`src/rtl/iter_integer_linear_inv_pkg.sv`:
```
// Shared constants and FSM encoding for the iterative linear inverse block.
package iter_integer_linear_inv_pkg;

    localparam int unsigned DEFAULT_W = 32;

    typedef enum logic [1:0] {
        S_IDLE = 2'd0,
        S_PREP = 2'd1,
        S_DIV  = 2'd2
    } state_e;

endpackage

```
`src/rtl/iter_integer_linear_inv_if.sv`:
```
// Request/result bundle between a consumer (master) and the inverse evaluator (slave).
interface iter_integer_linear_inv_if
    import iter_integer_linear_inv_pkg::*;
#(
    parameter int unsigned W = DEFAULT_W
) ();

    logic         wr;
    logic [W-1:0] m;
    logic [W-1:0] y;
    logic [W-1:0] b;
    logic [W-1:0] x;
    logic [W-1:0] r;
    logic         dz;
    logic         uf;
    logic         busy;
    logic         valid;

    modport master (
        output wr, m, y, b,
        input  x, r, dz, uf, busy, valid
    );

    modport slave (
        input  wr, m, y, b,
        output x, r, dz, uf, busy, valid
    );

endinterface

```
`src/rtl/iter_integer_linear_inv_udiv.sv`:
```
// W-cycle restoring unsigned divider, one quotient bit per cycle, MSB first.
module iter_udiv #(
    parameter int unsigned W = 32
) (
    input  logic         clk,
    input  logic         rst,
    input  logic         start,
    input  logic [W-1:0] dividend,
    input  logic [W-1:0] divisor,
    output logic [W-1:0] quotient,
    output logic [W-1:0] remainder,
    output logic         done
);

    localparam int unsigned CW = $clog2(W);

    logic [W-1:0]  rem_q, quo_q, dvd_q;
    logic [CW-1:0] cnt_q;
    logic          run_q;
    logic [W:0]    trial;
    logic          ge;
    logic [W-1:0]  rem_n, quo_n;

    always_comb begin
        trial = {rem_q, dvd_q[W-1]};
        ge    = trial >= {1'b0, divisor};
        // The true difference is below divisor, so W-bit wrap-around arithmetic is exact.
        rem_n = ge ? (trial[W-1:0] - divisor) : trial[W-1:0];
        quo_n = {quo_q[W-2:0], ge};
    end

    // Outputs present the result of the current step so the caller can latch it on the last edge.
    assign quotient  = quo_n;
    assign remainder = rem_n;
    assign done      = run_q && (cnt_q == CW'(W - 1));

    always_ff @(posedge clk) begin
        if (rst) begin
            rem_q <= '0;
            quo_q <= '0;
            dvd_q <= '0;
            cnt_q <= '0;
            run_q <= 1'b0;
        end else if (start) begin
            rem_q <= '0;
            quo_q <= '0;
            dvd_q <= dividend;
            cnt_q <= '0;
            run_q <= 1'b1;
        end else if (run_q) begin
            rem_q <= rem_n;
            quo_q <= quo_n;
            dvd_q <= {dvd_q[W-2:0], 1'b0};
            cnt_q <= cnt_q + CW'(1);
            if (done) begin
                run_q <= 1'b0;
            end
        end
    end

endmodule

```
`src/rtl/iter_integer_linear_inv.sv`:
```
// Solves x = floor((y - b) / m) and r = (y - b) mod m with an iterative unsigned divider.
module iter_integer_linear_inv
    import iter_integer_linear_inv_pkg::*;
#(
    parameter int unsigned W = DEFAULT_W
) (
    input logic                      clk,
    input logic                      rst,
    iter_integer_linear_inv_if.slave bus
);

    state_e       state;
    logic [W-1:0] m_l, y_l, b_l;
    logic [W-1:0] x_q, r_q;
    logic         dz_q, uf_q, done_q;

    logic         in_diff;
    logic         is_uf, is_dz;
    logic [W-1:0] diff;
    logic         div_start, div_done;
    logic [W-1:0] div_quo, div_rem;

    always_comb begin
        in_diff   = (bus.m != m_l) || (bus.y != y_l) || (bus.b != b_l);
        is_uf     = y_l < b_l;
        is_dz     = m_l == '0;
        diff      = y_l - b_l;
        div_start = (state == S_PREP) && !is_uf && !is_dz;
    end

    iter_udiv #(.W(W)) u_div (
        .clk       (clk),
        .rst       (rst),
        .start     (div_start),
        .dividend  (diff),
        .divisor   (m_l),
        .quotient  (div_quo),
        .remainder (div_rem),
        .done      (div_done)
    );

    always_ff @(posedge clk) begin
        if (rst) begin
            state  <= S_IDLE;
            m_l    <= '0;
            y_l    <= '0;
            b_l    <= '0;
            x_q    <= '0;
            r_q    <= '0;
            dz_q   <= 1'b0;
            uf_q   <= 1'b0;
            done_q <= 1'b0;
        end else begin
            case (state)
                S_IDLE: begin
                    if (bus.wr && (!done_q || in_diff)) begin
                        m_l    <= bus.m;
                        y_l    <= bus.y;
                        b_l    <= bus.b;
                        done_q <= 1'b0;
                        state  <= S_PREP;
                    end
                end
                S_PREP: begin
                    // Underflow takes priority over divide-by-zero.
                    if (is_uf) begin
                        x_q    <= '0;
                        r_q    <= '0;
                        uf_q   <= 1'b1;
                        dz_q   <= 1'b0;
                        done_q <= 1'b1;
                        state  <= S_IDLE;
                    end else if (is_dz) begin
                        x_q    <= '1;
                        r_q    <= diff;
                        uf_q   <= 1'b0;
                        dz_q   <= 1'b1;
                        done_q <= 1'b1;
                        state  <= S_IDLE;
                    end else begin
                        uf_q  <= 1'b0;
                        dz_q  <= 1'b0;
                        state <= S_DIV;
                    end
                end
                S_DIV: begin
                    if (div_done) begin
                        x_q    <= div_quo;
                        r_q    <= div_rem;
                        done_q <= 1'b1;
                        state  <= S_IDLE;
                    end
                end
                default: state <= S_IDLE;
            endcase
        end
    end

    assign bus.x     = x_q;
    assign bus.r     = r_q;
    assign bus.dz    = dz_q;
    assign bus.uf    = uf_q;
    assign bus.busy  = state != S_IDLE;
    assign bus.valid = (state == S_IDLE) && done_q && !in_diff;

endmodule

```
`src/flat_wrapper.sv`:
```
// flat-port wrapper written by rule: the top's interface ports become plain ports
module iter_integer_linear_inv_flat import iter_integer_linear_inv_pkg::*;
#(
    parameter int unsigned W = DEFAULT_W
)
  (clk, rst, bus_wr, bus_m, bus_y, bus_b, bus_x, bus_r, bus_dz, bus_uf, bus_busy, bus_valid);
  iter_integer_linear_inv_if #(.W(W)) bus_i ();
  input logic clk;
  input logic rst;
  input wire logic [$bits(bus_i.wr)-1:0] bus_wr;
  input wire logic [$bits(bus_i.m)-1:0] bus_m;
  input wire logic [$bits(bus_i.y)-1:0] bus_y;
  input wire logic [$bits(bus_i.b)-1:0] bus_b;
  output wire logic [$bits(bus_i.x)-1:0] bus_x;
  output wire logic [$bits(bus_i.r)-1:0] bus_r;
  output wire logic [$bits(bus_i.dz)-1:0] bus_dz;
  output wire logic [$bits(bus_i.uf)-1:0] bus_uf;
  output wire logic [$bits(bus_i.busy)-1:0] bus_busy;
  output wire logic [$bits(bus_i.valid)-1:0] bus_valid;
  assign bus_i.wr = bus_wr;
  assign bus_i.m = bus_m;
  assign bus_i.y = bus_y;
  assign bus_i.b = bus_b;
  assign bus_x = bus_i.x;
  assign bus_r = bus_i.r;
  assign bus_dz = bus_i.dz;
  assign bus_uf = bus_i.uf;
  assign bus_busy = bus_i.busy;
  assign bus_valid = bus_i.valid;
  iter_integer_linear_inv #(.W(W)) u_core (.clk(clk), .rst(rst), .bus(bus_i));
endmodule
```
`config.mk`:
```
export PLATFORM = sky130hd
export DESIGN_NAME = iter_integer_linear_inv_flat
export DESIGN_NICKNAME = d
export VERILOG_FILES = /design/src/rtl/iter_integer_linear_inv_pkg.sv /design/src/rtl/iter_integer_linear_inv_if.sv /design/src/rtl/iter_integer_linear_inv_udiv.sv /design/src/rtl/iter_integer_linear_inv.sv /design/src/flat_wrapper.sv
export SDC_FILE = /design/constraint.sdc
export NUM_CORES = 1
export LEC_CHECK = 0
export CORE_MARGIN = 5
export CORE_UTILIZATION = 45
export CTS_BUF_LIST = sky130_fd_sc_hd__clkbuf_2
export DETAILED_ROUTE_END_ITERATION = 10
export GPL_TIMING_DRIVEN = 0
export PLACE_DENSITY = 0.76
export SYNTH_ARGS = -nofsm -noshare
export SYNTH_HDL_FRONTEND = slang
export SYNTH_SLANG_ARGS = --single-unit
```
`constraint.sdc`:
```
create_clock -name clk -period 3.81 [get_ports clk]
set_clock_uncertainty 0.2 [all_clocks]
set_input_delay 0.762 -clock clk [delete_from_list [all_inputs] [get_ports clk]]
set_output_delay 0.762 -clock clk [all_outputs]
set_load 0.005 [all_outputs]
```
# After elaboration in Yosys (flattened, before gate mapping)
# Cells that the tools add are included.
# Widths: inputs -> output; s select.
[op_classes] add_sub_neg=3 n_lt_le_gt_ge=2 eq_ne=9 muxes=27 reduce_logical=24
[ops] cell="$mux 32" count=9
[ops] cell="$pmux 32 s2" count=2
[ops] cell="$ne 32x32->1" count=3
[ops] cell="$sub 32x32->32" count=2
[ops] cell="$ge 33x32->1" count=1
[ops] cell="$logic_not 32->1" count=1
[ops] cell="$lt 32x32->1" count=1
[ops] cell="$mux 1" count=10
[ops] cell="$mux 2" count=4
[ops] cell="$logic_and 1x1->1" count=6
[ops] cell="$pmux 2 s3" count=1
[ops] cell="$reduce_bool 2->1" count=3
[ops] cell="$add 5x1->5 const B" count=1
[ops] cell="$eq 5x5->1 const B" count=1
[ops] cell="$logic_not 1->1" count=4
[ops] cell="$ne 2x1->1 const B" count=2
[ops] cell="$reduce_and 2->1" count=2
[ops] cell="$reduce_and 4->1" count=1
[ops] cell="$logic_or 1x1->1" count=3
[ops] cell="$ne 3x1->1 const B" count=1
[ops] cell="$pmux 1 s3" count=1
[ops] cell="$reduce_and 3->1" count=1
[ops] cell="$reduce_bool 3->1" count=1
[ops] cell="$eq 2x1->1 const B" count=1
[ops] cell="other kinds (3)" count=3
[word_totals] ff_bits=266 input_bits=99 output_inout_bits=68

# Logic depth before layout (Yosys ltp)
# Gate-level depths: netlist (run 1).
[logic_depth] word_depth=7 mapped_depth=14

# Hierarchy
# Synthesis (run 1) repeated with hierarchy kept, for this count alone.
[hier_totals] hier_cells=1906 area_unflattened_um2=15710.1
[by_module_without_submodules] mod="iter_integer_linear_inv" n_inst=1 cells_each=1093 area_each_um2=9381.5 seq_area_each_um2=3303.2
[by_module_without_submodules] mod="iter_udiv" n_inst=1 cells_each=813 area_each_um2=6328.6 seq_area_each_um2=2021.9

# Worst setup path before layout (run 1)
# No wires, ideal clock.
[synth_timing] kind="register to register" from="register u_core.y_l[0]" to="register u_core.r_q[27] (netlist: u_core.bus.r[27])" t_arrival_ns=2.970 t_required_ns=3.519 slack_ns=0.549 path_stages_with_launch=14 path_buffers=1 period_less_slack_ns=3.261 path_cell_list="dfxtp_1 -> inv_1 -> ha_1 -> fa_1 -> nand2b_1 -> a21oi_1 -> o221ai_2 -> o21ai_1 -> and3_1 -> nor2_1 -> nor2_1 -> buf_1 -> nand2_1 -> a311oi_1"
[synth_via] elab_chain_len=4 elab_cells_between_ends=7 classes_between="1 x add/sub; 1 x order compare; 1 x eq/ne; 3 x mux; 1 x reduce/logical"
[synth_lines] element="from (decl)" line_no="iter_integer_linear_inv.sv:13" source="logic [W-1:0] m_l, y_l, b_l;"
[synth_lines] element="from (signal assigned)" line_no="iter_integer_linear_inv.sv:58" source="y_l <= bus.y;"
[synth_lines] element="$sub 32x32->32" line_no="iter_integer_linear_inv.sv:27" source="diff = y_l - b_l;"
[synth_lines] element="$mux 32" line_no="iter_integer_linear_inv.sv:73" source="end else if (is_dz) begin"
[synth_lines] element="$mux 32" line_no="iter_integer_linear_inv.sv:66" source="if (is_uf) begin"
[synth_lines] element="$pmux 32 s2" line_no="iter_integer_linear_inv.sv:54" source="case (state)"
[synth_lines] element="to (signal assigned)" line_no="iter_integer_linear_inv.sv:75" source="r_q <= diff;"
[synth_lines] element="to (signal assigned)" line_no="iter_integer_linear_inv.sv:89" source="r_q <= div_rem;"
[synth_lines] element="to (decl)" line_no="iter_integer_linear_inv.sv:14" source="logic [W-1:0] x_q, r_q;"
# Several ways; a longest one is shown, not always the timed one. The select of a mux whose other input is x is not followed.
# A chain may end at the register's enable or synchronous reset.

# Worst setup path in the final report (run 1)
[layout_timing] from="register u_core.b_l[17]" to="output bus_valid"
[layout_via] elab_chain_len=4
[layout_lines] element="from (decl)" line_no="iter_integer_linear_inv.sv:13"
[layout_lines] element="from (signal assigned)" line_no="iter_integer_linear_inv.sv:59" source="b_l <= bus.b;"
[layout_lines] element="$ne 32x32->1" line_no="iter_integer_linear_inv.sv:24" source="in_diff = (bus.m != m_l) || (bus.y != y_l) || (bus.b != b_l);"
[layout_lines] element="$logic_or 1x1->1" line_no="iter_integer_linear_inv.sv:24"
[layout_lines] element="$logic_not 1->1" line_no="iter_integer_linear_inv.sv:104" source="assign bus.valid = (state == S_IDLE) && done_q && !in_diff;"
[layout_lines] element="$logic_and 1x1->1" line_no="iter_integer_linear_inv.sv:104"
[layout_lines] element="to (decl)" line_no="flat_wrapper.sv:19" source="output wire logic [$bits(bus_i.valid)-1:0] bus_valid;"
# No other way between the ends.

==> flow_summary.ini, run 1 <==
[routing]
routedWlPerCell_um = 21.69
wl_um = 56000
post-route-drc-count = 0
dr_total_vias = 15319
via_per_inst = 5.933
postRouteAntennaNets = 0
drt_iter0_drc = 1436
dr.pass1.iters = 6

[cts]
root_buffer = clkbuf_2
cts_tree = yes
cts_max_level = 3
path_clk_slew_ns = 0.11
cts_sinks = 266
clk_path_buf_depth = 3
cts-buffers-inserted = 72
clk_latency_ns = 0.90

[timing]
relSlewSlack = 0.3179
timing.fmax_mhz = 258.3
finalHoldViolations = 0
setup_viol = 1
whs_ns = 0.1064
maxSlewViolCount = 0
worst_pin_slew_ns = 1.023
period_needed_ns = 3.872
rsz0062_at_grt = yes
layout_setup_ws_ns = -0.06157
finalSetupTns_ns = -0.06157
finalCritPeriodShare = 1.016

[worst_setup_path]
cp_slowest_cell = nor4_1
crit_start = u_core.b_l[17]
r2r_start = u_core.y_l[0]
worstPathRequired_ns = 2.85
cpPeakStageDelay_ns = 0.46
cp_top_family = simple AND/OR/NAND/NOR gates
cp-start-kind = flip-flop
cp_data_arrival_time_ns = 2.91
crit_path_end_kind = output port
crit_type = reg -> out
path_buf_inv = 1
cp_max_fo = 3
crit_chain = xor2_1 > nor4_1 > nand4_1 > or3_4 > nor4_4 > buf_2

[logic_synthesis]
ys_ff_latch = 266
synth_edf_count = 0
synth_area_per_cell_um2 = 8.526
syn_inst = 1838
ys_seq_area_frac = 0.3398
synth_ff_type = dfxtp_1
yosys_warnings = 0
syn_nets = 2009
ys_types = 75
syn-cell-area_um2 = 15670
async_flop_share = 0

[layout]
seq_area_um2 = 5338
area_growth_pct = 20.15
final_core_util = 0.5464
drive_gt1_frac = 0.1148
nets = 2253
fin_area_um2 = 18830
final.fill_count = 3198
multi_input_area_um2 = 9738

[status]
violations = negative setup slack
status = complete, but fails checks

[placed_design]
place_area_um2 = 17890
place_ws_ns = -0.7333
gp_congestion = 0.9845
place.detailed.hpwl_um = 43870
port_buffers = 165

[floorplan]
initial_core_util = 0.4548
io_pins = 167
die_x_um = 196.6
core_um2 = 34460
die_h_um = 196.6
num_rows = 68
die-area_um2 = 38650

[global_routing]
grt_pass1_vias = 14693
grt_pass1_wl_um = 84460
grt_use_total = 0.2778
antenna_found_initial = 2
grt_max_degree = 11
overflow = 0

[worst_hold_path]
min_path_type = in -> reg
hp-start = bus_b[31]

[power_and_ir_drop]
power_density_nw_per_um2 = 537.3
vdd_drop_max_mv = 0.2033
p_leak_nw = 7.866

[run]
maxCapViolations = 0
==> through the flow <==
stage               total power, mW  instances
finish                        10.12       2582
global route                  10.63       2581
CTS                           9.905       2575
detailed placement            7.888       2458
floorplan                     6.384       1838
global placement              7.842       2458
==> kinds of logic (layout without fill, tap and decap cells) <==
kind of cell	after synthesis	in the layout	share of synthesized area
compound gates	444	444	0.1979
xor+xnor	109	109	0.06092
fa+ha+maj	72	72	0.05845
buf+inv	203	490	0.05438
flops	266	266	0.3398
mux	191	191	0.1277
other cells	0	2	0
simple gates	553	553	0.1608
==> synthesized netlist by cell type, drive strengths merged (23+ instances only) <==
cell | count | area share
nand2b | 28 | 0.011
nor3 | 37 | 0.012
nor4 | 29 | 0.012
a221oi | 23 | 0.020
nand2 | 98 | 0.023
o211ai | 43 | 0.021
a21oi | 109 | 0.035
ha | 70 | 0.056
xor2 | 77 | 0.043
a211oi | 45 | 0.022
nor2 | 261 | 0.063
mux2i | 171 | 0.11
a21o | 31 | 0.015
xnor2 | 32 | 0.018
clkbuf | 68 | 0.016
buf | 36 | 0.014
inv | 98 | 0.023
o21ai | 75 | 0.024
dfxtp | 266 | 0.34
==> tightest hold or removal path, stage by stage <==
cell            delay [ns]
dlymetal6s2s_1        0.20
mux2i_1               0.15
nor2_1                0.05
==> layout by cell type, fill, tap and decap left out, types with 7 or more instances in the layout <==
cell	count
nor2_1	260
dfxtp_1	258
mux2i_1	171
clkdlybuf4s50_1	160
a21oi_1	108
clkbuf_2	104
nand2_1	98
inv_1	93
xor2_1	77
ha_1	70
o21ai_0	66
clkbuf_1	58
o211ai_1	43
a211oi_1	41
nor3_1	36
xnor2_1	32
a21o_1	31
nor4_1	26
nand2b_1	24
and3_1	20
buf_2	19
a221oi_2	19
mux2_4	17
nand4_1	16
clkinv_1	16
nand3_1	15
o21bai_1	13
and2_1	12
a31oi_1	12
o22ai_1	11
o21a_1	10
or3_1	10
nor2b_1	9
buf_6	9
a311oi_1	9
buf_4	9
inv_2	7
o2bb2ai_1	7
dfxtp_2	7
==> layer usage <==
layer,track usage,part of all wire
met1,0.3633,0.42
met2,0.4546,0.45
met3,0.05026,0.084
met4,0.1156,0.047
met5,0,0
==> flip-flops by register name, indices dropped and copies added (netlist names) <==
signal,cells
u_core.y_l,32
u_core.b_l,32
u_core.u_div.rem_q,32
u_core.bus.r,32
u_core.u_div.run_q,1
u_core.bus.dz,1
u_core.u_div.dvd_q,32
u_core.m_l,32
u_core.done_q,1
u_core.bus.uf,1
u_core.u_div.cnt_q,5
u_core.bus.x,32
u_core.u_div.quo_q,31
u_core.state,2
==> final timing paths <==
path / to / slack (ns) / cells after the start
min: u_core.b_l[31] / 0.11 / 3
max reg2reg: u_core.bus.r[27] / 0.08 / 13
min reg2reg: u_core.bus.x[30] / 0.26 / 2
max: bus_valid / -0.06 / 6
==> power by group <==
group | switching (mW) | total, mW | internal, mW
Sequential | 0.236 | 3.31 | 3.08
Combinational | 2.85 | 4.83 | 1.98
Clock | 1.23 | 1.97 | 0.739
==> what timing repair did <==
item / 4_1_cts / 5_1_grt
cloned: 0 / 0
endpoints found under the hold margin: 0 / 1
endpoints found under the setup margin: 117 / 127
setup buffers: 0 / 6
pin swaps: 4 / 12
gates resized for setup: 40 / 48
hold buffers: 0 / 1
==> cell type report <==
type	instances	share of cell area
clock buffer	95	0.02525
multi-input combinational	1369	0.5172
tap	455	0.03024
timing repair buffer	172	0.09092
clock inverter	22	0.005981
buffer	102	0.02672
antenna	2	0.0002658
sequential	266	0.2835
inverter	99	0.01987
No activity file was read; power rests on OpenSTA's default activity.
==> run 2, diff against run 1 <==
Settings changed: SLEW_MARGIN set to 20.
==> results of run 2 <==
Same layout as run 1: the final DEF is identical, and so are final timing and power.
==> run 3, diff against run 2 <==
Clock period 3.81 ns to 3.8 ns, I/O delays scaled along.
==> flow_summary.ini, run 3 (synthesized netlist as in run 1, its figures left out) <==
[global_routing]
overflow = 0
grt_max_degree = 11
antenna_found_initial = 2
grt_use_total = 0.2778
grt_pass1_wl_um = 84460
grt_pass1_vias = 14693

[worst_setup_path]
worstPathRequired_ns = 2.84
cp_data_arrival_time_ns = 2.96
cp_max_fo = 3
crit_path_end_kind = output port
cp-start-kind = flip-flop
crit_type = reg -> out

[routing]
post-route-drc-count = 0
wl_um = 55950
dr_total_vias = 15282
postRouteAntennaNets = 0
wl_met3_um = 4976
routedWlPerCell_um = 21.67
via_per_inst = 5.919
dr_wl_met2_um = 25370
highest_layer = met4
wirelength_met1_um = 22920
dr.pass1.iters = 5
drt_iter0_drc = 1468

[power_and_ir_drop]
power_density_nw_per_um2 = 539.5
swShare = 0.4270
pwr-share-seq = 0.327
pwr-share-clk = 0.195
vdd_drop_max_mv = 0.2039
p_leak_nw = 7.868
comb_power_share = 0.478
p_int_mw = 5.822
switchingPower_mw = 4.339

[cts]
clk_latency_ns = 0.92
cts-buffers-inserted = 72
cts_tree = yes
cts_sinks = 266
clk_path_buf_depth = 3
root_buffer = clkbuf_2
path_clk_slew_ns = 0.11
cts_max_level = 3

[floorplan]
core_um2 = 34460
die_x_um = 196.6
die_h_um = 196.6
io_pins = 167
num_rows = 68
initial_core_util = 0.4548
die-area_um2 = 38650

[placed_design]
place_ws_ns = -0.7393
port_buffers = 165
place.detailed.hpwl_um = 43870
gp_congestion = 0.9845

[timing]
timing.fmax_mhz = 255.0
layout_setup_ws_ns = -0.1223
finalHoldViolations = 0
finalCritPeriodShare = 1.032
rsz0062_at_grt = yes
setup_viol = 1
maxSlewViolCount = 0
finalSetupTns_ns = -0.1223
period_needed_ns = 3.922
relSlewSlack = 0.3074
worst_pin_slew_ns = 1.039

[layout]
multi_input_area_um2 = 9744
drive_gt1_frac = 0.1148
area_growth_pct = 20.19
most-common-layout-cells = 260 x nor2_1, 258 x dfxtp_1, 170 x mux2i_1
seq_area_um2 = 5338
final_common_cell = nor2_1
nets = 2253
final.fill_count = 3195

[worst_hold_path]
min_path_type = in -> reg

[run]
maxCapViolations = 0

[status]
status = complete, but fails checks
violations = negative setup slack
## run 3: final cells by class
type                            instances  area share
Buffer                                102     0.02671
Multi-Input combinational cell       1369      0.5174
Clock buffer                           95     0.02525
Inverter                               99     0.01986
Clock inverter                         22    0.005979
Sequential cell                       266      0.2834
Antenna cell                            2   0.0002657
Tap cell                              455     0.03023
Timing Repair Buffer                  172     0.09088
## run 3: stage by stage
stage,instance area [µm²],instances,hold WS [ns],utilization,power [mW]
after global routing,18830,2581,0.08199,0.5465,10.66
after floorplan,15670,1838,0.2483,-,6.400
final,18830,2582,0.09283,0.5466,10.16
after global placement,17890,2458,0.2454,0.5192,7.863
after detailed placement,17890,2458,0.2469,0.5192,7.908
after CTS,18590,2575,0.2598,0.5394,9.931
## run 3: timing repair
action                                 CTS  global route
setup endpoints to repair              118           129
hold buffers                             0             1
setup buffers                            0             6
resized for setup                       40            49
endpoints found under the hold margin    0             1
pin swaps                                4            11
## run 3: worst paths after layout
kind	from	slack [ns]	cells after the start	to
worst max register to register	u_core.m_l[28]	0.08	13	u_core.bus.r[1]
worst min register to register	u_core.bus.x[30]	0.26	2	u_core.bus.x[30]
worst min-delay path	bus_b[31]	0.09	3	u_core.b_l[31]
worst max-delay path	u_core.b_l[17]	-0.12	6	bus_valid
## run 3: worst max-delay path, cell delays in order (launching register included)
cell and delay (ns):
dfxtp_1 0.36, xor2_1 0.19, nor4_1 0.48, nand4_1 0.18, or3_4 0.39, nor4_4 0.29
buf_2 0.16
## run 3: metal layers
layer,vias up,GRT usage
li1,7081,-
met3,163,0.05026
met5,-,0
met2,819,0.4546
met1,7219,0.3633
met4,0,0.1156
## run 3: power by group through the flow
stage	Combinational [mW]	Sequential (mW)	Clock, mW
final	4.85	3.32	1.98
after global routing	5.15	3.35	2.16
after CTS	4.62	3.31	2.00
after detailed placement	4.53	3.38	0
after global placement	4.50	3.36	0
after floorplan	3.08	3.32	0
